File: src/rtl/ffd_bist_driver.sv
// Purpose: LFSR stimulus generator and response checker for a single D flip-flop under test.
// Latency: each vector is checked two edges after it is driven; done rises NUM_VECTORS+1 edges after start.
// Backpressure: none; start is ignored while busy and dut_q is assumed synchronous to clk.
module ffd_bist_driver #(
    parameter int         NUM_VECTORS = 10,
    parameter logic [7:0] LFSR_SEED   = 8'hA5,
    parameter int         CNT_W       = 8
) (
    input  logic             clk,
    input  logic             rst_n,
    input  logic             start,
    input  logic             dut_q,
    output logic             dut_d,
    output logic             busy,
    output logic             done,
    output logic             pass,
    output logic [CNT_W-1:0] vec_count,
    output logic [CNT_W-1:0] err_count
);

    typedef enum logic [1:0] {IDLE, RUN, DRAIN, DONE} state_t;

    localparam logic [CNT_W-1:0] NV = CNT_W'(NUM_VECTORS);

    state_t           state, state_nxt;
    logic [7:0]       lfsr, lfsr_nxt;
    logic [CNT_W-1:0] issued, issued_nxt;
    logic [CNT_W-1:0] vec_nxt, err_nxt;
    logic             d_nxt;
    logic             d_vld, d_vld_nxt;   // dut_d currently carries a real vector
    logic             exp_bit, exp_nxt;   // value the flip-flop should present at the next check
    logic             chk_v, chk_v_nxt;
    logic             done_nxt, pass_nxt;

    // Fibonacci right-shift LFSR step; output bit is v[0].
    function automatic logic [7:0] lfsr_step(input logic [7:0] v);
        return {v[0] ^ v[2] ^ v[3] ^ v[4], v[7:1]};
    endfunction

    // Register all state; reset aborts any run in progress.
    always_ff @(posedge clk or negedge rst_n) begin
        if (!rst_n) begin
            state     <= IDLE;
            lfsr      <= LFSR_SEED;
            issued    <= '0;
            dut_d     <= 1'b0;
            d_vld     <= 1'b0;
            exp_bit   <= 1'b0;
            chk_v     <= 1'b0;
            vec_count <= '0;
            err_count <= '0;
            done      <= 1'b0;
            pass      <= 1'b0;
        end else begin
            state     <= state_nxt;
            lfsr      <= lfsr_nxt;
            issued    <= issued_nxt;
            dut_d     <= d_nxt;
            d_vld     <= d_vld_nxt;
            exp_bit   <= exp_nxt;
            chk_v     <= chk_v_nxt;
            vec_count <= vec_nxt;
            err_count <= err_nxt;
            done      <= done_nxt;
            pass      <= pass_nxt;
        end
    end

    // Next-state: stimulus issue, two-stage check pipeline and completion.
    always_comb begin
        state_nxt  = state;
        lfsr_nxt   = lfsr;
        issued_nxt = issued;
        d_nxt      = dut_d;
        d_vld_nxt  = d_vld;
        exp_nxt    = exp_bit;
        chk_v_nxt  = chk_v;
        vec_nxt    = vec_count;
        err_nxt    = err_count;
        done_nxt   = done;
        pass_nxt   = pass;

        case (state)
            IDLE, DONE: begin
                if (start) begin
                    // First vector comes straight from the seed so the LFSR needs no warm-up edge.
                    state_nxt  = RUN;
                    d_nxt      = LFSR_SEED[0];
                    lfsr_nxt   = lfsr_step(LFSR_SEED);
                    issued_nxt = CNT_W'(1);
                    d_vld_nxt  = 1'b1;
                    exp_nxt    = 1'b0;
                    chk_v_nxt  = 1'b0;
                    vec_nxt    = '0;
                    err_nxt    = '0;
                    done_nxt   = 1'b0;
                    pass_nxt   = 1'b0;
                end
            end
            RUN: begin
                if (issued < NV) begin
                    d_nxt      = lfsr[0];
                    lfsr_nxt   = lfsr_step(lfsr);
                    issued_nxt = issued + 1'b1;
                    d_vld_nxt  = 1'b1;
                end else begin
                    d_nxt     = 1'b0;
                    d_vld_nxt = 1'b0;
                    state_nxt = DRAIN;
                end
            end
            default: ;
        endcase

        if (state == RUN || state == DRAIN) begin
            // exp lags dut_d by one edge, matching the flip-flop's own capture delay.
            exp_nxt   = dut_d;
            chk_v_nxt = d_vld;
            if (chk_v) begin
                vec_nxt = vec_count + 1'b1;
                if (dut_q != exp_bit && err_count != '1)
                    err_nxt = err_count + 1'b1;
                if (vec_nxt == NV) begin
                    state_nxt = DONE;
                    done_nxt  = 1'b1;
                    pass_nxt  = (err_nxt == '0);
                end
            end
        end
    end

    assign busy = (state == RUN) || (state == DRAIN);

endmodule

File: config.mk
export PLATFORM = sky130hd
export DESIGN_NAME = ffd_bist_driver
export DESIGN_NICKNAME = d
export VERILOG_FILES = /design/src/rtl/ffd_bist_driver.sv
export SDC_FILE = /design/constraint.sdc
export NUM_CORES = 1
export LEC_CHECK = 0
export CAP_MARGIN = 15
export CORE_MARGIN = 2
export CORE_UTILIZATION = 50
export CTS_CLUSTER_SIZE = 16
export DETAILED_ROUTE_END_ITERATION = 8
export PLACE_DENSITY = 0.72
export SETUP_SLACK_MARGIN = 0.15
export SYNTH_ARGS = -nofsm -noshare
export SYNTH_HDL_FRONTEND = slang
export SYNTH_SLANG_ARGS = --single-unit
File: constraint.sdc
create_clock -name clk -period 2.4 [get_ports clk]
set_clock_uncertainty 0.15 [all_clocks]
set_input_delay 0.48 -clock clk [delete_from_list [all_inputs] [get_ports clk]]
set_output_delay 0.48 -clock clk [all_outputs]
set_load 0.005 [all_outputs]
==> impl_metrics.yaml <==
timing:
  max_freq_mhz: 451
  tns_ps: 0
  max_slew.worst_pin.slew_ps: 490
  hold_viol_final: 0
  fin_crit_sh: 0.923
  final-setup-viol-count: 0
  report.final.slew_viol_count: 0
  rsz0062_at_grt: "true"
  maxSlewHeadroom: 0.670
  min_period_ps: 2220
clock_network:
  cts_hold_buf: 0
  cts_tree: "built"
  clk_latency_ps: 300
  clkSinkCount: 40
  cts_max_level: 2
  numCtsBuffers: 5
  clock_path_buffers: 2
  cts-root-buf: "clkbuf_8"
  clkTransAtPathRegs_ps: 80
routing:
  drc_errors: 0
  ant_nets: 0
  via_per_inst: 5.61
  wl_per_cell_um: 14.9
  vias: 1919
  drt-initial-drc-count: 124
  routed_wirelength_um: 5080
  firstDrtPassIters: 4
synthesis:
  syn_inst: 241
  synth_ff_type: "dfrtp_1"
  yosysWarnings: 0
  synth-simple-area-share: 0.201
  synth_cell_types: 46
  syn_area_sq_um: 2170
  synthXorXnorAreaFrac: 0.0484
  synthArstFlopShare: 1.00
  avgSynthCellArea_sq_um: 9.02
  synth_edf_count: 0
  yosysSeqAreaShare: 0.463
  synthMuxAreaShare: 0.0144
  synth_compound_area_frac: 0.206
  synthAdderAreaFrac: 0.0345
  synth_top_family_by_area: "compound AO/OA/AOI/OAI gates"
  synth_nets: 251
  ys_ff_latch: 40
job:
  maxCapViolations: 0
critical_path:
  crit_required_ps: 2450
  cp-end-kind: "register"
  startpoint_type: "register"
  crit_fanout: 5
  critPathLaunch: "vec_count[6]"
  crit_arrival_ps: 2260
  crit_type: "reg2reg"
  r2r_start: "vec_count[6]"
global_route:
  grt_usage: 0.229
  grt_pass1_wl_um: 8990
  antenna_found_initial: 0
  overflow: 0
  grt_pass1_vias: 1884
  grt_start_max_net_pins: 41
power_and_ir_drop:
  ir_drop_uv: 716
  power_density_nw_per_um2: 1200
  power_mw: 3.32
  p_leak_nw: 1.20
placed_design:
  place_congestion: 0.905
  dp.cells: 330
  hpwl_um: 3560
  place_area_sq_um: 2600
  portBuffers: 23
layout:
  areaGrowthSynthToFinish_pct: 26.9
  n_antenna_cell: 0
  multiInputGateArea_sq_um: 1120
  stdcell_count: 342
  drive_gt1_frac: 0.171
  mostFrequentLayoutCell: "dfrtp_1"
  layout_common_cells: "35 x dfrtp_1, 25 x nand2_1, 25 x buf_4"
  seq_area_sq_um: 1010
  design_area_sq_um: 2760
  nNetsFinal: 301
  fill_cells: 330
worst_hold_path:
  hp-class: "in2async"
floorplanning:
  row_count: 23
  initial_core_util: 0.532
  coreArea_sq_um: 4090
  dieArea_sq_um: 4890
  pin_count: 24
  die_h_um: 69.9
  die_width_um: 69.9
run_status:
  outcome: "complete, no violations"
routing by layer:
layer,GRT usage,share of wire,vias to the layer above,wire (um)
met5,0,0,-,0
met3,0.0476,0.046,7,232
met1,0.324,0.48,895,2430
li1,-,-,967,-
met2,0.352,0.46,50,2330
met4,0.0748,0.016,0,83
power breakdown:
part	internal (mW)	switching [mW]
logic	0.827	0.952
registers	0.904	0.157
clock network	0.233	0.249
total	1.96	1.36
metrics by stage:
stage,utilization,setup slack [ps],hold slack [ps]
after global placement,0.636,62.8,332
after global routing,0.675,115,125
after floorplan,-,203,34.4
after CTS,0.671,159,99.2
final,0.675,185,81.2
after detailed placement,0.636,45.1,341
cells by family after synthesis:
logic type / Yosys count
multiplexers: 3
AND/OR/NAND/NOR: 89
buffers and inverters: 19
AO/OA/AOI/OAI: 72
XOR/XNOR: 12
flip-flops: 40
adder cells (fa/ha/maj): 6
worst max-delay path, stage by stage (launching register included):
cell     delay, ps
dfrtp_2        450
xor2_1         170
or4_1          410
a21o_1         180
or3_4          410
o41ai_2        340
synth_stat cells (2+ instances only):
library cell	count	area share
dfrtp_1	36	0.41
nand2_1	25	0.043
nor2_1	23	0.040
o21ai_0	23	0.053
inv_1	14	0.024
a21oi_1	13	0.030
nand3_1	10	0.023
a31oi_1	8	0.023
xnor2_1	7	0.028
ha_1	6	0.035
o21ai_1	6	0.014
a22o_1	5	0.020
clkbuf_1	5	0.0086
xor2_1	5	0.020
and2_1	4	0.012
dfstp_2	4	0.048
nand2b_1	4	0.012
nand4_1	4	0.012
nor2b_1	4	0.012
nor3_1	3	0.0069
a21o_1	2	0.0069
and3_1	2	0.0058
mux2i_1	2	0.0092
nor4_1	2	0.0058
o211ai_1	2	0.0069
o22ai_1	2	0.0058
timing repair:
item,4_1_cts,5_1_grt
resized for setup,6,3
setup endpoints to repair,2,3
buffers inserted,3,1
state kept, by name (all words and copies together), names as in the netlist, 2 cells and up:
| name | cells |
|---|---|
| vec_count | 8 |
| state | 2 |
| issued | 8 |
| lfsr | 8 |
| err_count | 8 |
layout make-up:
class,instances,area share
clock buffers,6,0.0299
flip-flops and latches,40,0.365
well taps,50,0.0227
multi-input cells,182,0.407
inverters,14,0.0191
clock inverters,2,0.00544
repair buffers,48,0.151
path summary, 6_finish.rpt:
check                               end  slack (ps)  cells past startpoint
hold / removal                  exp_bit          80                      2
min in group clk              issued[7]         350                      2
setup / recovery                   pass         180                      5
setup reg to reg                   pass         180                      5
max in group asynchronous  vec_count[6]        1650                      2
hold reg to reg               issued[7]         350                      2
No activity file was read; power rests on OpenSTA's default activity.
